## src/rtl/hazard_detection_unit_pkg.sv

```systemverilog
`default_nettype none
// +------------------------------------------------------------------+
// | hazard_detection_unit_pkg: shared CPU pipeline-register types.    |
// | Rev 1.0                                                          |
// +------------------------------------------------------------------+
package hazard_detection_unit_pkg;

  localparam int REG_ADDR_W  = 3;
  localparam int STALL_CNT_W = 16;

  typedef logic [REG_ADDR_W-1:0] reg_addr_t;

  typedef struct packed {
    logic [15:0] pc;
    logic [15:0] instr;
  } if_id_t;

  typedef struct packed {
    logic        memread;
    logic        memwrite;
    logic        regwrite;
    reg_addr_t   rs;
    reg_addr_t   rt;
    reg_addr_t   rd;
    logic [15:0] imm;
  } id_ex_t;

  typedef struct packed {
    logic        memread;
    logic        memwrite;
    logic        regwrite;
    reg_addr_t   rd;
    logic [15:0] alu_out;
  } ex_mem_t;

  typedef struct packed {
    logic        regwrite;
    reg_addr_t   rd;
    logic [15:0] wb_data;
  } mem_wb_t;

endpackage
`default_nettype wire

```

## src/rtl/hazard_stall_counter.sv

```systemverilog
`default_nettype none
// +------------------------------------------------------------------+
// | hazard_stall_counter: saturating up-counter of stall cycles.      |
// | Rev 1.0                                                          |
// +------------------------------------------------------------------+
module hazard_stall_counter
  import hazard_detection_unit_pkg::*;
#(
  parameter int CNT_W = STALL_CNT_W
) (
  input  logic             clk,
  input  logic             reset,
  input  logic             inc,
  output logic [CNT_W-1:0] count
);

  logic [CNT_W-1:0] r_count;

  // Holds at all-ones instead of wrapping.
  always_ff @(posedge clk) begin
    if (reset) begin
      r_count <= '0;
    end else if (inc && (r_count != {CNT_W{1'b1}})) begin
      r_count <= r_count + {{(CNT_W-1){1'b0}}, 1'b1};
    end
  end

  assign count = r_count;

endmodule
`default_nettype wire

```

## src/rtl/hazard_detection_unit.sv

```systemverilog
`default_nettype none
// +------------------------------------------------------------------+
// | hazard_detection_unit: load-use stall detection with stall count. |
// | Rev 1.0                                                          |
// +------------------------------------------------------------------+
module hazard_detection_unit #(
  parameter int REG_ADDR_W = hazard_detection_unit_pkg::REG_ADDR_W,
  parameter int CNT_W      = hazard_detection_unit_pkg::STALL_CNT_W
) (
  input  logic                  clk,
  input  logic                  reset,
  input  logic                  EX_memread,
  input  logic [REG_ADDR_W-1:0] EX_rt,
  input  logic [REG_ADDR_W-1:0] ID_rs,
  input  logic [REG_ADDR_W-1:0] ID_rt,
  output logic                  hazard,
  output logic                  IF_IDwrite,
  output logic                  PCWrite,
  output logic [CNT_W-1:0]      stall_count
);

  logic w_raw_hazard;
  logic w_hazard;

  // Register 0 is compared like any other address.
  assign w_raw_hazard = EX_memread && ((EX_rt == ID_rs) || (EX_rt == ID_rt));
  assign w_hazard     = w_raw_hazard && !reset;

  assign hazard     = w_hazard;
  assign IF_IDwrite = !w_hazard;
  assign PCWrite    = !w_hazard;

  hazard_stall_counter #(
    .CNT_W (CNT_W)
  ) u_stall_counter (
    .clk   (clk),
    .reset (reset),
    .inc   (w_hazard),
    .count (stall_count)
  );

endmodule
`default_nettype wire

```

## config.mk

```make
export PLATFORM = sky130hd
export DESIGN_NAME = hazard_detection_unit
export DESIGN_NICKNAME = d
export VERILOG_FILES = /design/src/rtl/hazard_detection_unit_pkg.sv /design/src/rtl/hazard_stall_counter.sv /design/src/rtl/hazard_detection_unit.sv
export SDC_FILE = /design/constraint.sdc
export NUM_CORES = 1
export LEC_CHECK = 0
export ABC_CLOCK_PERIOD_IN_PS = 3950
export BUFFER_PORTS_ARGS = -buffer_cell sky130_fd_sc_hd__buf_2
export CAP_MARGIN = 20
export CORE_MARGIN = 2
export CORE_UTILIZATION = 40
export CTS_BUF_LIST = sky130_fd_sc_hd__clkbuf_4 sky130_fd_sc_hd__clkbuf_8
export CTS_CLUSTER_SIZE = 24
export DETAILED_ROUTE_END_ITERATION = 10
export PLACE_DENSITY = 0.69
export SLEW_MARGIN = 5
export SYNTH_ARGS = -nofsm -noshare
export SYNTH_HDL_FRONTEND = slang
export SYNTH_SLANG_ARGS = --single-unit
```

## constraint.sdc

```tcl
create_clock -name clk -period 3.95 [get_ports clk]
set_input_delay 1.185 -clock clk [delete_from_list [all_inputs] [get_ports clk]]
set_output_delay 1.185 -clock clk [all_outputs]
set_load 0.02 [all_outputs]
```

======== Yosys cells after proc, flatten, opt, wreduce, memory -nomap -nowiden ========
Cells that the tools add are included.
cells by class
  $add $sub $neg .......................... 1
  eq/ne operators ......................... 3
  reduce and logical (&&, ||, !) cells .... 6
operator list
  operator                                                         count
  16-bit by 1-bit adder with 16-bit output, second input constant  1
  16-bit inequality test, second input constant                    1
  3-bit equality test                                              2
  1-bit logical AND                                                3
  1-bit zero test                                                  2
  1-bit logical OR                                                 1
storage, ports and cells
  register bits after elaboration ......... 16
  bits of input ports ..................... 12
  logic and storage cells ................. 11

======== Longest topological paths before layout ========
Gate-level depths: netlist of the first run.
  depth after elaboration ................. 5
  depth in mapped cells ................... 7
  mapped depth without buffers ............ 6

======== Hierarchy ========
Synthesis of the first run repeated with hierarchy kept, for this count alone.
second synthesis, totals
  cells, all modules ...................... 111
  area, all modules ....................... 937.1 um^2
by module, submodules not included
  module                 times used  cells an instance  area an instance (um^2)
  hazard_stall_counter   1           99                 848.3
  hazard_detection_unit  1           12                 88.8

======== Worst setup path before layout of the first run ========
Ideal clock, no wire load.
  path kind ............................... input to output
  from .................................... input EX_rt[2]
  to ...................................... output PCWrite
  data arrival time ....................... 2550 ps
  slack ................................... 215 ps
  stages on the path ...................... 6
  buffers on the path ..................... 3
  path through ............................ xor2_1 -> or4_1 -> o41a_1 -> buf_6 -> clkbuf_1 -> buf_4
between the ends
  cells in the longest elaborated chain, start to end .. 5
  elaborated cells on any way between the ends .. 6
  those cells by class .................... 2 x eq/ne; 4 x reduce/logical
RTL lines
  element              line                         text
  start, declared      hazard_detection_unit.sv:13  input logic [REG_ADDR_W-1:0] EX_rt,
  3-bit equality test  hazard_detection_unit.sv:26  assign w_raw_hazard = EX_memread && ((EX_rt == ID_rs) || (EX_rt == ID_rt));
  1-bit logical OR *   hazard_detection_unit.sv:26
  1-bit logical AND *  hazard_detection_unit.sv:26
  1-bit logical AND *  hazard_detection_unit.sv:27  assign w_hazard = w_raw_hazard && !reset;
  1-bit zero test *    n/a
  end, declared        hazard_detection_unit.sv:18  output logic PCWrite,
Mark *: on every way between the ends. The rest lies on a longest branch, timed or not.

======== Worst setup path in the final report of the first run ========
  from .................................... input reset
  to ...................................... output hazard
between the ends
  cells in the longest elaborated chain, start to end .. 2
RTL lines
  element            line                         text
  start, declared    hazard_detection_unit.sv:11  input logic reset,
  1-bit zero test    hazard_detection_unit.sv:27
  1-bit logical AND  hazard_detection_unit.sv:27
  end, declared      hazard_detection_unit.sv:16  output logic hazard,
No other way between the ends.

==> impl_results.html, run 1 <==
<table>
<tr><th>Metric</th><th>Value</th></tr>
<tr><th colspan="2">Pwr</th></tr>
<tr><td>Total leakage power</td><td>0.4410 nW</td></tr>
<tr><td>Power density normalized to cell area</td><td>265.5 nW/um^2</td></tr>
<tr><td>Largest voltage drop on the vdd net</td><td>0.2022 mV</td></tr>
<tr><td>Post-layout total power</td><td>0.2983 mW</td></tr>
<tr><th colspan="2">Critical path</th></tr>
<tr><td>Worst endpoint data arrival time</td><td>2.45 ns</td></tr>
<tr><td>Worst reg2reg endpoint</td><td>u_stall_counter.count[9]</td></tr>
<tr><td>Type of the worst setup path</td><td>input pin to output pin</td></tr>
<tr><td>Cell breakdown of the critical path</td><td>buf_2 -&gt; nand2b_1 -&gt; or4_1 -&gt; o41a_1 -&gt; inv_1 -&gt; buf_2</td></tr>
<tr><td>Category of the worst setup path capture point</td><td>output pin</td></tr>
<tr><td>Family with the most delay on the worst path</td><td>simple AND/OR/NAND/NOR gates</td></tr>
<tr><td>Critical path required time</td><td>2.76 ns</td></tr>
<tr><td>Max Fanout on Critical Path</td><td>12</td></tr>
<tr><td>Launching element type of the critical path</td><td>input pin</td></tr>
<tr><td>Largest stage delay on the critical path</td><td>0.46 ns</td></tr>
<tr><td>CP max-delay cell</td><td>sky130_fd_sc_hd__or4_1</td></tr>
<tr><td>Reg-to-reg setup timing slack</td><td>1.79 ns</td></tr>
<tr><td>Startpoint of the worst-slack reg-to-reg timing path</td><td>u_stall_counter.count[0]</td></tr>
<tr><td>Worst reg2reg path depth</td><td>6</td></tr>
<tr><td>Total buffers and inverters traversed by the critical path</td><td>3</td></tr>
<tr><td>Stages on worst setup path</td><td>6</td></tr>
<tr><td>Most used cell, CP</td><td>sky130_fd_sc_hd__buf_2</td></tr>
<tr><th colspan="2">Placed design</th></tr>
<tr><td>Dpl hpwl</td><td>1714 microns</td></tr>
<tr><td>Final RePlAce weighted congestion</td><td>0.8027</td></tr>
<tr><td>Post-Place Worst Slack</td><td>0.3037 ns</td></tr>
<tr><td>Port buffer count</td><td>30</td></tr>
<tr><th colspan="2">Timing</th></tr>
<tr><td>Max-slew headroom at the worst pin</td><td>77.83%</td></tr>
<tr><td>RSZ-0062 raised after global routing</td><td>no</td></tr>
<tr><td>Pins over their slew limit</td><td>0</td></tr>
<tr><td>Fraction of the cycle the final worst path needs</td><td>92.11%</td></tr>
<tr><td>Setup violation total in the final timing report</td><td>0</td></tr>
<tr><td>Transition time at the pin with the least slew margin</td><td>0.3313 ns</td></tr>
<tr><td>Worst slack on hold paths</td><td>0.4882 ns</td></tr>
<tr><td>Period minus WS final</td><td>3.639 ns</td></tr>
<tr><td>Maximum operating frequency</td><td>274.8 MHz</td></tr>
<tr><td>TNS Setup</td><td>0 ns</td></tr>
<tr><td>Fin worst setup slack</td><td>0.3115 ns</td></tr>
<tr><td>Hold Fails Final Rpt</td><td>0</td></tr>
<tr><td>Clock skew after layout</td><td>0.001296 ns</td></tr>
<tr><th colspan="2">Hold path</th></tr>
<tr><td>HP Start</td><td>u_stall_counter.count[15]</td></tr>
<tr><td>Hold Path End</td><td>u_stall_counter.count[15]</td></tr>
<tr><td>Worst min-delay path category</td><td>flop to flop</td></tr>
<tr><td>Number of cells on the worst hold path</td><td>2</td></tr>
<tr><th colspan="2">GRT</th></tr>
<tr><td>Number of global-route vias before repair</td><td>852</td></tr>
<tr><td>Global-route wire length before repair</td><td>3726 microns</td></tr>
<tr><td>Antenna violations before repair</td><td>0</td></tr>
<tr><td>Global Route Usage Sum</td><td>18.11%</td></tr>
<tr><td>Gr ovfl total</td><td>0</td></tr>
<tr><td>Pin count of the biggest net entering global routing</td><td>25</td></tr>
<tr><th colspan="2">Logic synthesis</th></tr>
<tr><td>Library cell occupying the most area in the post-synthesis netlist</td><td>sky130_fd_sc_hd__dfxtp_1</td></tr>
<tr><td>Post-synthesis area per instance</td><td>8.200 sq um</td></tr>
<tr><td>Proportion of synthesized chip area in sequential cells</td><td>34.88%</td></tr>
<tr><td>Combined area of all synthesized cells</td><td>918.4 sq um</td></tr>
<tr><td>Most used DFF post-synth</td><td>sky130_fd_sc_hd__dfxtp_1</td></tr>
<tr><td>Post-synthesis register bit count</td><td>16</td></tr>
<tr><td>Area fraction of the dominant cell type after synthesis</td><td>34.88%</td></tr>
<tr><td>Most repeated cell in the gate-level netlist after synthesis</td><td>sky130_fd_sc_hd__dfxtp_1</td></tr>
<tr><td>Leading cell types by total area after synthesis</td><td>sky130_fd_sc_hd__dfxtp_1 35%, sky130_fd_sc_hd__xor2_1 5.7%, sky130_fd_sc_hd__a21oi_1 5.4%</td></tr>
<tr><td>Most common library cells after synthesis</td><td>16 x sky130_fd_sc_hd__dfxtp_1, 10 x sky130_fd_sc_hd__a21oi_1, 9 x sky130_fd_sc_hd__nand3_1, 7 x sky130_fd_sc_hd__nor2_1</td></tr>
<tr><td>Yosys warning total</td><td>0</td></tr>
<tr><td>Post-synth ARST share</td><td>0%</td></tr>
<tr><td>Nets in the synthesized netlist</td><td>125</td></tr>
<tr><td>Post-synthesis cell count</td><td>112</td></tr>
<tr><td>Count of flip-flops with a built-in enable after synthesis</td><td>0</td></tr>
<tr><td>Post-synth cell types</td><td>34</td></tr>
<tr><th colspan="2">Clock tree</th></tr>
<tr><td>Cells resized by post-CTS repair</td><td>0</td></tr>
<tr><td>Number of H-tree levels</td><td>1</td></tr>
<tr><td>Root Buffer</td><td>sky130_fd_sc_hd__clkbuf_4</td></tr>
<tr><td>Count of buffers added by post-CTS timing repair for setup</td><td>0</td></tr>
<tr><td>Clock insertion delay at the later pin of the skew report</td><td>0.29 ns</td></tr>
<tr><td>Number of hold buffers added after CTS</td><td>0</td></tr>
<tr><td>TritonCTS clock tree</td><td>built</td></tr>
<tr><td>Buffer levels on the longest clock path</td><td>2</td></tr>
<tr><td>Clock buffers created by TritonCTS</td><td>3</td></tr>
<tr><td>CTS sink count</td><td>16</td></tr>
<tr><td>Clock transition at path regs</td><td>0.09 ns</td></tr>
<tr><th colspan="2">Finish</th></tr>
<tr><td>Signed area change from the synthesized netlist to the final layout</td><td>22.34%</td></tr>
<tr><td>Share of cells above drive strength 1</td><td>26.76%</td></tr>
<tr><td>Number of flip-flops under the largest register name</td><td>16</td></tr>
<tr><td>Total inserted antenna cells</td><td>0</td></tr>
<tr><td>Final nets</td><td>156</td></tr>
<tr><td>Layout Utilization</td><td>51.29%</td></tr>
<tr><th colspan="2">Routing</th></tr>
<tr><td>1st-pass router iterations</td><td>4</td></tr>
<tr><td>Wire length per cell</td><td>13.38 microns</td></tr>
<tr><td>Antenna viol nets, final</td><td>0</td></tr>
<tr><td>Detailed-route via count</td><td>1008</td></tr>
<tr><td>DRC violation count after routing</td><td>0</td></tr>
<tr><td>Initial DRC Count</td><td>18</td></tr>
<tr><td>Vias per inst</td><td>5.929</td></tr>
<tr><td>Aggregate routed wire length</td><td>2274 microns</td></tr>
<tr><th colspan="2">Outcome</th></tr>
<tr><td>Outcome</td><td>completed</td></tr>
<tr><th colspan="2">Die</th></tr>
<tr><td>Starting density of the core</td><td>41.92%</td></tr>
<tr><td>I/O pin count</td><td>31</td></tr>
<tr><td>Placeable core area</td><td>2191 sq um</td></tr>
<tr><td>Die height</td><td>51.92 microns</td></tr>
<tr><td>Die X-Extent</td><td>51.92 microns</td></tr>
<tr><td>Overall die area</td><td>2695 sq um</td></tr>
<tr><td>Number of placement rows</td><td>17</td></tr>
<tr><th colspan="2">Flow run</th></tr>
<tr><td>Max-Cap Viols</td><td>0</td></tr>
</table>
==> logic make-up (layout without fill, tap and decap cells) <==
kind of cell,Yosys count,count (layout),share of synthesized area [%]
multiplexers,2,2,2.316
AO/OA/AOI/OAI,31,31,22.34
buffers and inverters,12,42,6.266
flip-flops,16,16,34.88
XOR/XNOR,6,6,5.722
AND/OR/NAND/NOR,44,44,27.11
adder cells (fa/ha/maj),1,1,1.362
==> final cells by class <==
| type | instances | area (sq um) |
|---|---|---|
| flip-flops and latches | 16 | 320.3 |
| repair buffers | 33 | 172.7 |
| well taps | 28 | 35.03 |
| clock buffers | 4 | 36.28 |
| fillers | 231 | 1067 |
| multi-input cells | 84 | 540.5 |
| inverters | 5 | 18.77 |
==> power by group <==
part	switching, mW	internal (mW)	leakage (nW)
registers	0.000816	0.162	0.129
logic	0.0165	0.0110	0.291
clock network	0.0519	0.0562	0.0210
==> per-stage QoR <==
stage	cell area, sq um	std cells
floorplan	918.4	112
global route	1124	170
detailed placement	1087	166
global placement	1087	166
finish	1124	170
CTS	1124	170
==> worst max path at each step <==
stage / from / to
5_1_grt: reset / hazard
4_1_cts: reset / hazard
3_3_place_gp: reset / hazard
3_5_place_dp: reset / hazard
6_report: reset / hazard
2_1_floorplan: EX_rt[2] / PCWrite
==> cells in the final DEF (no fill, tap or decap), types with 2 or more instances in the layout <==
cell type	n
sky130_fd_sc_hd__buf_2	30
sky130_fd_sc_hd__o31ai_1	4
sky130_fd_sc_hd__and3_1	2
sky130_fd_sc_hd__nor4_1	3
sky130_fd_sc_hd__nand4_1	6
sky130_fd_sc_hd__a21oi_1	10
sky130_fd_sc_hd__o21a_1	2
sky130_fd_sc_hd__inv_1	5
sky130_fd_sc_hd__o41ai_1	2
sky130_fd_sc_hd__o21ai_0	6
sky130_fd_sc_hd__dfxtp_1	16
sky130_fd_sc_hd__o311ai_0	2
sky130_fd_sc_hd__buf_4	3
sky130_fd_sc_hd__nand2_1	4
sky130_fd_sc_hd__or4_1	5
sky130_fd_sc_hd__or3_1	3
sky130_fd_sc_hd__nand3_1	9
sky130_fd_sc_hd__nor2_1	7
sky130_fd_sc_hd__xor2_1	6
sky130_fd_sc_hd__clkbuf_4	3
==> worst reg2reg max path, cell delays in order (launching register included) <==
cell and delay [ns]:
sky130_fd_sc_hd__dfxtp_1 0.41, sky130_fd_sc_hd__ha_1 0.20, sky130_fd_sc_hd__nand3_1 0.26, sky130_fd_sc_hd__or4_1 0.73, sky130_fd_sc_hd__nand4b_1 0.15, sky130_fd_sc_hd__nor2_1 0.05, sky130_fd_sc_hd__mux2_2 0.26
==> per-layer routing <==
metal	vias up	GRT usage (%)	wire length [microns]
met5	-	0	0
met4	0	3.947	19
met3	5	5.747	160
met2	30	31.01	1129
met1	483	22.00	965
li1	490	-	-
No activity file was read; power rests on OpenSTA's default activity.
==> run 2: changes to the inputs <==
Settings changed: ABC_AREA set to 1, PLACE_DENSITY 0.69 to 0.66.
==> impl_results.html, run 2 <==
<table>
<tr><th>Metric</th><th>Value</th></tr>
<tr><th colspan="2">Outcome</th></tr>
<tr><td>Outcome</td><td>completed (unchanged)</td></tr>
<tr><th colspan="2">Critical path</th></tr>
<tr><td>Worst reg2reg path depth</td><td>7 (was 6)</td></tr>
<tr><td>Critical path destination</td><td>IF_IDwrite (was hazard)</td></tr>
<tr><td>Max Fanout on Critical Path</td><td>17 (was 12)</td></tr>
<tr><td>Launching element type of the critical path</td><td>input pin (unchanged)</td></tr>
<tr><td>Category of the worst setup path capture point</td><td>output pin (unchanged)</td></tr>
<tr><td>Worst reg2reg endpoint</td><td>u_stall_counter.count[9] (unchanged)</td></tr>
<tr><td>Worst endpoint data arrival time</td><td>2.23 ns (was 2.45 ns)</td></tr>
<tr><td>Critical path required time</td><td>2.76 ns (about the same)</td></tr>
<tr><td>Startpoint of the worst-slack reg-to-reg timing path</td><td>u_stall_counter.count[0] (unchanged)</td></tr>
<tr><td>Reg-to-reg setup timing slack</td><td>2.12 ns (was 1.79 ns)</td></tr>
<tr><td>Type of the worst setup path</td><td>input pin to output pin (unchanged)</td></tr>
<tr><td>CP Launch Point</td><td>reset (unchanged)</td></tr>
<tr><th colspan="2">Timing</th></tr>
<tr><td>Transition time at the pin with the least slew margin</td><td>0.3547 ns (was 0.3313 ns)</td></tr>
<tr><td>Period minus WS final</td><td>3.415 ns (was 3.639 ns)</td></tr>
<tr><td>Maximum operating frequency</td><td>292.8 MHz (was 274.8 MHz)</td></tr>
<tr><td>Setup violation total in the final timing report</td><td>0 (unchanged)</td></tr>
<tr><td>Pins over their slew limit</td><td>0 (unchanged)</td></tr>
<tr><td>RSZ-0062 raised after global routing</td><td>no (unchanged)</td></tr>
<tr><td>Fraction of the cycle the final worst path needs</td><td>86.47% (was 92.11%)</td></tr>
<tr><td>Max-slew headroom at the worst pin</td><td>76.35% (was 77.83%)</td></tr>
<tr><td>Fin worst setup slack</td><td>0.5346 ns (was 0.3115 ns)</td></tr>
<tr><td>Clock skew after layout</td><td>0.006791 ns (was 0.001296 ns)</td></tr>
<tr><td>Worst slack on hold paths</td><td>0.5182 ns (was 0.4882 ns)</td></tr>
<tr><td>Hold Fails Final Rpt</td><td>0 (unchanged)</td></tr>
<tr><td>TNS Setup</td><td>0 ns (unchanged)</td></tr>
<tr><th colspan="2">Routing</th></tr>
<tr><td>Aggregate routed wire length</td><td>2710 microns (was 2274 microns)</td></tr>
<tr><td>Antenna viol nets, final</td><td>0 (unchanged)</td></tr>
<tr><td>Detailed-route via count</td><td>1225 (was 1008)</td></tr>
<tr><td>Initial DRC Count</td><td>23 (was 18)</td></tr>
<tr><td>1st-pass router iterations</td><td>4 (unchanged)</td></tr>
<tr><td>Vias per inst</td><td>4.880 (was 5.929)</td></tr>
<tr><td>DRC violation count after routing</td><td>0 (unchanged)</td></tr>
<tr><td>Wire length per cell</td><td>10.80 microns (was 13.38 microns)</td></tr>
<tr><th colspan="2">Logic synthesis</th></tr>
<tr><td>Leading cell types by total area after synthesis</td><td>sky130_fd_sc_hd__dfxtp_1 27%, sky130_fd_sc_hd__nand2_1 22%, sky130_fd_sc_hd__nand3_1 8.6% (was sky130_fd_sc_hd__dfxtp_1 35%, sky130_fd_sc_hd__xor2_1 5.7%, sky130_fd_sc_hd__a21oi_1 5.4%)</td></tr>
<tr><td>Post-synth ARST share</td><td>0% (unchanged)</td></tr>
<tr><td>Proportion of synthesized chip area in sequential cells</td><td>27.50% (was 34.88%)</td></tr>
<tr><td>Most repeated cell in the gate-level netlist after synthesis</td><td>sky130_fd_sc_hd__nand2_1 (was sky130_fd_sc_hd__dfxtp_1)</td></tr>
<tr><td>Post-synthesis area per instance</td><td>6.131 sq um (was 8.200 sq um)</td></tr>
<tr><td>Combined area of all synthesized cells</td><td>1165 sq um (was 918.4 sq um)</td></tr>
<tr><td>Post-synthesis register bit count</td><td>16 (unchanged)</td></tr>
<tr><td>Count of flip-flops with a built-in enable after synthesis</td><td>0 (unchanged)</td></tr>
<tr><td>Yosys warning total</td><td>0 (unchanged)</td></tr>
<tr><td>Area fraction of the dominant cell type after synthesis</td><td>27.50% (was 34.88%)</td></tr>
<tr><td>Library cell occupying the most area in the post-synthesis netlist</td><td>sky130_fd_sc_hd__dfxtp_1 (unchanged)</td></tr>
<tr><td>Most used DFF post-synth</td><td>sky130_fd_sc_hd__dfxtp_1 (unchanged)</td></tr>
<tr><td>Post-synthesis cell count</td><td>190 (was 112)</td></tr>
<tr><td>Nets in the synthesized netlist</td><td>203 (was 125)</td></tr>
<tr><td>Most common library cells after synthesis</td><td>67 x sky130_fd_sc_hd__nand2_1, 22 x sky130_fd_sc_hd__inv_1, 20 x sky130_fd_sc_hd__nand3_1, 16 x sky130_fd_sc_hd__a21oi_1, 16 x sky130_fd_sc_hd__dfxtp_1 (was 16 x sky130_fd_sc_hd__dfxtp_1, 10 x sky130_fd_sc_hd__a21oi_1, 9 x sky130_fd_sc_hd__nand3_1, 7 x sky130_fd_sc_hd__nor2_1)</td></tr>
<tr><td>Post-synth cell types</td><td>20 (was 34)</td></tr>
<tr><th colspan="2">GRT</th></tr>
<tr><td>Number of global-route vias before repair</td><td>1104 (was 852)</td></tr>
<tr><td>Global-route wire length before repair</td><td>4574 microns (was 3726 microns)</td></tr>
<tr><td>Pin count of the biggest net entering global routing</td><td>18 (was 25)</td></tr>
<tr><td>Gr ovfl total</td><td>0 (unchanged)</td></tr>
<tr><td>Antenna violations before repair</td><td>0 (unchanged)</td></tr>
<tr><td>Global Route Usage Sum</td><td>17.38% (was 18.11%)</td></tr>
<tr><th colspan="2">Die</th></tr>
<tr><td>Starting density of the core</td><td>42.24% (was 41.92%)</td></tr>
<tr><td>Overall die area</td><td>3360 sq um (was 2695 sq um)</td></tr>
<tr><td>Die X-Extent</td><td>57.97 microns (was 51.92 microns)</td></tr>
<tr><td>Die height</td><td>57.97 microns (was 51.92 microns)</td></tr>
<tr><td>I/O pin count</td><td>31 (unchanged)</td></tr>
<tr><td>Number of placement rows</td><td>19 (was 17)</td></tr>
<tr><td>Placeable core area</td><td>2758 sq um (was 2191 sq um)</td></tr>
<tr><th colspan="2">Clock tree</th></tr>
<tr><td>Buffer levels on the longest clock path</td><td>2 (unchanged)</td></tr>
<tr><td>Number of hold buffers added after CTS</td><td>0 (unchanged)</td></tr>
<tr><td>Clock transition at path regs</td><td>0.10 ns (was 0.09 ns)</td></tr>
<tr><td>Count of buffers added by post-CTS timing repair for setup</td><td>0 (unchanged)</td></tr>
<tr><td>TritonCTS clock tree</td><td>built (unchanged)</td></tr>
<tr><td>Number of H-tree levels</td><td>1 (unchanged)</td></tr>
<tr><td>Root Buffer</td><td>sky130_fd_sc_hd__clkbuf_4 (unchanged)</td></tr>
<tr><td>Clock insertion delay at the later pin of the skew report</td><td>0.30 ns (was 0.29 ns)</td></tr>
<tr><td>Clock buffers created by TritonCTS</td><td>3 (unchanged)</td></tr>
<tr><td>Cells resized by post-CTS repair</td><td>0 (unchanged)</td></tr>
<tr><td>CTS sink count</td><td>16 (unchanged)</td></tr>
<tr><th colspan="2">Finish</th></tr>
<tr><td>Non-filler cells in the finished layout</td><td>251 (was 170)</td></tr>
<tr><td>Sequential standard cell area</td><td>320.3 sq um (unchanged)</td></tr>
<tr><td>Layout Utilization</td><td>49.64% (was 51.29%)</td></tr>
<tr><td>Final nets</td><td>234 (was 156)</td></tr>
<tr><td>Top library cells by usage in the layout, fill and taps aside</td><td>67 x sky130_fd_sc_hd__nand2_1, 30 x sky130_fd_sc_hd__buf_2, 22 x sky130_fd_sc_hd__inv_1 (was 30 x sky130_fd_sc_hd__buf_2, 16 x sky130_fd_sc_hd__dfxtp_1, 10 x sky130_fd_sc_hd__a21oi_1)</td></tr>
<tr><td>Total inserted antenna cells</td><td>0 (unchanged)</td></tr>
<tr><td>Area of all placed cells without fillers</td><td>1369 sq um (was 1124 sq um)</td></tr>
<tr><td>Number of fill cells</td><td>301 (was 231)</td></tr>
<tr><td>Number of flip-flops under the largest register name</td><td>16 (unchanged)</td></tr>
<tr><td>Signed area change from the synthesized netlist to the final layout</td><td>17.51% (was 22.34%)</td></tr>
<tr><td>Share of cells above drive strength 1</td><td>19.55% (was 26.76%)</td></tr>
<tr><td>Most common library cell in the layout ignoring fill and taps</td><td>sky130_fd_sc_hd__nand2_1 (was sky130_fd_sc_hd__buf_2)</td></tr>
<tr><td>Area used by multi-input combinational logic</td><td>725.7 sq um (was 540.5 sq um)</td></tr>
<tr><th colspan="2">Placed design</th></tr>
<tr><td>Dpl hpwl</td><td>2044 microns (was 1714 microns)</td></tr>
<tr><td>Post-Place Worst Slack</td><td>0.5338 ns (was 0.3037 ns)</td></tr>
<tr><td>Dpl cell area</td><td>1333 sq um (was 1087 sq um)</td></tr>
<tr><td>Final RePlAce weighted congestion</td><td>0.8153 (was 0.8027)</td></tr>
<tr><td># placed instances</td><td>247 (was 166)</td></tr>
<tr><td>Port buffer count</td><td>30 (unchanged)</td></tr>
<tr><th colspan="2">Flow run</th></tr>
<tr><td>Max-Cap Viols</td><td>0 (unchanged)</td></tr>
<tr><th colspan="2">Hold path</th></tr>
<tr><td>Worst min-delay path category</td><td>flop to flop (unchanged)</td></tr>
<tr><th colspan="2">Pwr</th></tr>
<tr><td>Power density normalized to cell area</td><td>225.2 nW/um^2 (was 265.5 nW/um^2)</td></tr>
<tr><td>Largest voltage drop on the vdd net</td><td>0.1594 mV (was 0.2022 mV)</td></tr>
<tr><td>Post-layout total power</td><td>0.3083 mW (was 0.2983 mW)</td></tr>
<tr><td>Total leakage power</td><td>0.5920 nW (was 0.4410 nW)</td></tr>
</table>
==> run 2: changes by cell type after synthesis, moves of 5 or more <==
cell / previous run / this run
sky130_fd_sc_hd__inv_1: 5 / 22
sky130_fd_sc_hd__nor2_1: 7 / 15
sky130_fd_sc_hd__or4_1: 5 / 0
sky130_fd_sc_hd__nand2_1: 4 / 67
sky130_fd_sc_hd__a21oi_1: 10 / 16
sky130_fd_sc_hd__nand3_1: 9 / 20
==> run 2: critical path, cell delays in order <==
cell	delay (ns)
sky130_fd_sc_hd__buf_2	0.21
sky130_fd_sc_hd__nor2_4	0.24
sky130_fd_sc_hd__a21boi_2	0.34
sky130_fd_sc_hd__inv_1	0.08
sky130_fd_sc_hd__buf_2	0.16
==> run 2: area by class of cell <==
| class | count | area share, % |
|---|---|---|
| tap | 31 | 2.834 |
| timing repair buffer | 32 | 12.07 |
| multi-input combinational | 146 | 53.02 |
| sequential | 16 | 23.40 |
| clock buffer | 4 | 2.651 |
| inverter | 22 | 6.033 |
==> run 2: worst min-delay path by stage <==
stage / startpoint / end / cells past startpoint
floorplan: u_stall_counter.count[15] / u_stall_counter.count[15] / 2
detailed placement: u_stall_counter.count[15] / u_stall_counter.count[15] / 2
finish: u_stall_counter.count[15] / u_stall_counter.count[15] / 2
global route: u_stall_counter.count[0] / u_stall_counter.count[0] / 2
global placement: u_stall_counter.count[15] / u_stall_counter.count[15] / 2
CTS: u_stall_counter.count[15] / u_stall_counter.count[15] / 2
==> run 2: report_power, final <==
group          switching [mW]  total, mW  leakage, nW  internal (mW)
clock                  0.0596      0.116       0.0210         0.0562
sequential           0.000487      0.162        0.129          0.162
combinational          0.0192     0.0303        0.442         0.0112
total                  0.0793      0.308        0.592          0.229
==> run 2: per-layer routing <==
layer  part of all wire [%]  vias up  track usage (%)
li1                       -      671                -
met1                     47      528            20.03
met2                     47       24            31.82
met3                    4.9        2            4.688
met4                   0.59        0            3.987
met5                      0        -                0
==> run 2: cells by family (layout without fill, tap and decap cells) <==
family	count (synthesis)	in the layout	synth area share [%]
AO/OA/AOI/OAI	21	21	9.560
adder cells (fa/ha/maj)	1	1	1.074
XOR/XNOR	6	6	4.512
AND/OR/NAND/NOR	118	118	47.15
flip-flops	16	16	27.50
buffers and inverters	28	58	10.20
==> run 3: changes to the inputs <==
Settings changed: CELL_PAD_IN_SITES_DETAIL_PLACEMENT set to 0, CELL_PAD_IN_SITES_GLOBAL_PLACEMENT set to 1, CORE_UTILIZATION 40 to 36, PLACE_DENSITY 0.66 to 0.83.
==> impl_results.html, run 3 (synthesis results as in run 2) <==
<table>
<tr><th>Metric</th><th>Value</th></tr>
<tr><th colspan="2">Critical path</th></tr>
<tr><td>Reg-to-reg setup timing slack</td><td>2.12 ns (about the same)</td></tr>
<tr><td>Worst endpoint data arrival time</td><td>2.14 ns (was 2.23 ns)</td></tr>
<tr><td>Launching element type of the critical path</td><td>input pin (unchanged)</td></tr>
<tr><td>Critical path destination</td><td>PCWrite (was IF_IDwrite)</td></tr>
<tr><td>Worst reg2reg path depth</td><td>7 (unchanged)</td></tr>
<tr><td>Critical path required time</td><td>2.76 ns (about the same)</td></tr>
<tr><td>Worst reg2reg endpoint</td><td>u_stall_counter.count[15] (was u_stall_counter.count[9])</td></tr>
<tr><td>Max Fanout on Critical Path</td><td>17 (unchanged)</td></tr>
<tr><td>Category of the worst setup path capture point</td><td>output pin (unchanged)</td></tr>
<tr><td>Type of the worst setup path</td><td>input pin to output pin (unchanged)</td></tr>
<tr><td>CP Launch Point</td><td>reset (unchanged)</td></tr>
<tr><td>Startpoint of the worst-slack reg-to-reg timing path</td><td>u_stall_counter.count[0] (unchanged)</td></tr>
<tr><th colspan="2">Pwr</th></tr>
<tr><td>Part of the total power dissipated in the clock network</td><td>36.5% (was 37.6%)</td></tr>
<tr><td>Combinational power share</td><td>9.9% (was 9.8%)</td></tr>
<tr><td>Net Switching</td><td>0.07385 mW (was 0.07926 mW)</td></tr>
<tr><td>Fraction of power spent switching nets</td><td>24.42% (was 25.71%)</td></tr>
<tr><td>Power density normalized to cell area</td><td>219.5 nW/um^2 (was 225.2 nW/um^2)</td></tr>
<tr><td>Internal Power</td><td>0.2285 mW (was 0.2290 mW)</td></tr>
<tr><td>Largest voltage drop on the vdd net</td><td>0.08218 mV (was 0.1594 mV)</td></tr>
<tr><td>Total leakage power</td><td>0.5866 nW (was 0.5920 nW)</td></tr>
<tr><td>Flop pwr share</td><td>53.6% (was 52.6%)</td></tr>
<tr><th colspan="2">Finish</th></tr>
<tr><td>Non-filler cells in the finished layout</td><td>263 (was 251)</td></tr>
<tr><td>Final nets</td><td>233 (was 234)</td></tr>
<tr><td>Signed area change from the synthesized netlist to the final layout</td><td>18.26% (was 17.51%)</td></tr>
<tr><td>Sequential standard cell area</td><td>320.3 sq um (unchanged)</td></tr>
<tr><td>Area used by multi-input combinational logic</td><td>725.7 sq um (unchanged)</td></tr>
<tr><td>Number of flip-flops under the largest register name</td><td>16 (unchanged)</td></tr>
<tr><td>Number of fill cells</td><td>370 (was 301)</td></tr>
<tr><td>Total inserted antenna cells</td><td>0 (unchanged)</td></tr>
<tr><td>Most common library cell in the layout ignoring fill and taps</td><td>sky130_fd_sc_hd__nand2_1 (unchanged)</td></tr>
<tr><td>Share of cells above drive strength 1</td><td>19.18% (was 19.55%)</td></tr>
<tr><td>Top library cells by usage in the layout, fill and taps aside</td><td>67 x sky130_fd_sc_hd__nand2_1, 30 x sky130_fd_sc_hd__buf_2, 22 x sky130_fd_sc_hd__inv_1 (unchanged)</td></tr>
<tr><th colspan="2">Timing</th></tr>
<tr><td>Clock skew after layout</td><td>0.001986 ns (was 0.006791 ns)</td></tr>
<tr><td>Transition time at the pin with the least slew margin</td><td>0.3473 ns (was 0.3547 ns)</td></tr>
<tr><td>Pins over their slew limit</td><td>0 (unchanged)</td></tr>
<tr><td>Max-slew headroom at the worst pin</td><td>76.85% (was 76.35%)</td></tr>
<tr><td>Hold Fails Final Rpt</td><td>0 (unchanged)</td></tr>
<tr><td>TNS Setup</td><td>0 ns (unchanged)</td></tr>
<tr><td>Maximum operating frequency</td><td>300.9 MHz (was 292.8 MHz)</td></tr>
<tr><td>Fraction of the cycle the final worst path needs</td><td>84.14% (was 86.47%)</td></tr>
<tr><td>Setup violation total in the final timing report</td><td>0 (unchanged)</td></tr>
<tr><td>Period minus WS final</td><td>3.324 ns (was 3.415 ns)</td></tr>
<tr><td>Fin worst setup slack</td><td>0.6264 ns (was 0.5346 ns)</td></tr>
<tr><td>RSZ-0062 raised after global routing</td><td>no (unchanged)</td></tr>
<tr><th colspan="2">Hold path</th></tr>
<tr><td>HP Start</td><td>u_stall_counter.count[1] (was u_stall_counter.count[15])</td></tr>
<tr><td>Worst min-delay path category</td><td>flop to flop (unchanged)</td></tr>
<tr><th colspan="2">Die</th></tr>
<tr><td>Overall die area</td><td>3707 sq um (was 3360 sq um)</td></tr>
<tr><td>I/O pin count</td><td>31 (unchanged)</td></tr>
<tr><td>Die height</td><td>60.89 microns (was 57.97 microns)</td></tr>
<tr><td>Starting density of the core</td><td>37.85% (was 42.24%)</td></tr>
<tr><td>Number of placement rows</td><td>20 (was 19)</td></tr>
<tr><td>Placeable core area</td><td>3078 sq um (was 2758 sq um)</td></tr>
<tr><td>Die X-Extent</td><td>60.89 microns (was 57.97 microns)</td></tr>
<tr><th colspan="2">Placed design</th></tr>
<tr><td># placed instances</td><td>259 (was 247)</td></tr>
<tr><td>Final RePlAce weighted congestion</td><td>0.8205 (was 0.8153)</td></tr>
<tr><td>Dpl hpwl</td><td>2090 microns (was 2044 microns)</td></tr>
<tr><td>Port buffer count</td><td>30 (unchanged)</td></tr>
<tr><td>Post-Place Worst Slack</td><td>0.6136 ns (was 0.5338 ns)</td></tr>
<tr><th colspan="2">GRT</th></tr>
<tr><td>Global-route wire length before repair</td><td>4733 microns (was 4574 microns)</td></tr>
<tr><td>Global routing met1 resource utilization</td><td>23.69% (was 20.03%)</td></tr>
<tr><td>Global Route Usage Sum</td><td>16.96% (was 17.38%)</td></tr>
<tr><td>Most heavily used metal layer in global routing</td><td>met2 (unchanged)</td></tr>
<tr><td>Number of global-route vias before repair</td><td>1065 (was 1104)</td></tr>
<tr><td>Antenna violations before repair</td><td>0 (unchanged)</td></tr>
<tr><td>Met2 Usage GRT</td><td>26.27% (was 31.82%)</td></tr>
<tr><td>Gr ovfl total</td><td>0 (unchanged)</td></tr>
<tr><td>Global Route met3 Usage</td><td>2.559% (was 4.688%)</td></tr>
<tr><td>Pin count of the biggest net entering global routing</td><td>18 (unchanged)</td></tr>
<tr><th colspan="2">Routing</th></tr>
<tr><td>Antenna viol nets, final</td><td>0 (unchanged)</td></tr>
<tr><td>Wire length per cell</td><td>10.40 microns (was 10.80 microns)</td></tr>
<tr><td>Vias per inst</td><td>4.570 (was 4.880)</td></tr>
<tr><td>Initial DRC Count</td><td>39 (was 23)</td></tr>
<tr><td>DRC violation count after routing</td><td>0 (unchanged)</td></tr>
<tr><td>Detailed-route via count</td><td>1202 (was 1225)</td></tr>
<tr><td>Aggregate routed wire length</td><td>2736 microns (was 2710 microns)</td></tr>
<tr><td>1st-pass router iterations</td><td>4 (unchanged)</td></tr>
<tr><th colspan="2">Outcome</th></tr>
<tr><td>Outcome</td><td>completed (unchanged)</td></tr>
<tr><th colspan="2">Clock tree</th></tr>
<tr><td>TritonCTS clock tree</td><td>built (unchanged)</td></tr>
<tr><td>Clock insertion delay at the later pin of the skew report</td><td>0.29 ns (was 0.30 ns)</td></tr>
<tr><td>Clock buffers created by TritonCTS</td><td>3 (unchanged)</td></tr>
<tr><td>Count of buffers added by post-CTS timing repair for setup</td><td>0 (unchanged)</td></tr>
<tr><td>Clock transition at path regs</td><td>0.10 ns (about the same)</td></tr>
<tr><td>CTS sink count</td><td>16 (unchanged)</td></tr>
<tr><td>Root Buffer</td><td>sky130_fd_sc_hd__clkbuf_4 (unchanged)</td></tr>
<tr><td>Buffer levels on the longest clock path</td><td>2 (unchanged)</td></tr>
<tr><td>Cells resized by post-CTS repair</td><td>0 (unchanged)</td></tr>
<tr><td>Number of H-tree levels</td><td>1 (unchanged)</td></tr>
<tr><td>Number of hold buffers added after CTS</td><td>0 (unchanged)</td></tr>
<tr><th colspan="2">Flow run</th></tr>
<tr><td>Max-Cap Viols</td><td>0 (unchanged)</td></tr>
</table>
## run 3: power groups by stage
stage                     sequential, mW  clock, mW  combinational [mW]
after floorplan                    0.166          0              0.0197
after global placement             0.166          0              0.0301
after detailed placement           0.166          0              0.0302
after CTS                          0.162      0.115              0.0302
after global routing               0.162      0.123              0.0342
final                              0.162      0.110              0.0298
## run 3: metrics by stage
step | instance area [sq um] | hold WS [ns] | util (%) | total power, mW
5_1_grt | 1378 | 0.5556 | 44.76 | 0.3199
2_1_floorplan | 1165 | 0.5730 | - | 0.1860
6_report | 1378 | 0.5289 | 44.76 | 0.3024
3_5_place_dp | 1341 | 0.5133 | 43.58 | 0.1961
4_1_cts | 1378 | 0.5277 | 44.76 | 0.3070
3_3_place_gp | 1341 | 0.5178 | 43.58 | 0.1960
## run 3: area by class of cell
type,instances,area share (%)
inverter,22,5.995
clock buffer,4,2.634
multi-input combinational,146,52.68
sequential,16,23.25
timing repair buffer,31,11.44
tap,44,3.996
## run 3: how the worst min path moves through the flow
| stage | cells past startpoint | slack, ns | to |
|---|---|---|---|
| after floorplan | 2 | 0.57 | u_stall_counter.count[15] |
| after global placement | 2 | 0.52 | u_stall_counter.count[1] |
| after detailed placement | 2 | 0.51 | u_stall_counter.count[1] |
| after CTS | 2 | 0.53 | u_stall_counter.count[1] |
| after global routing | 2 | 0.56 | u_stall_counter.count[1] |
| final | 2 | 0.53 | u_stall_counter.count[1] |
## run 3: per-layer routing
layer | vias to the layer above | routed length (microns)
met4 | 0 | 18
li1 | 672 | -
met5 | - | 0
met2 | 28 | 1099
met1 | 498 | 1488
met3 | 4 | 130
## run 3: worst max-delay path: stages
cell and delay, ns:
sky130_fd_sc_hd__buf_2 0.21, sky130_fd_sc_hd__nor2_4 0.24, sky130_fd_sc_hd__a21boi_2 0.27, sky130_fd_sc_hd__inv_1 0.07
sky130_fd_sc_hd__buf_2 0.16
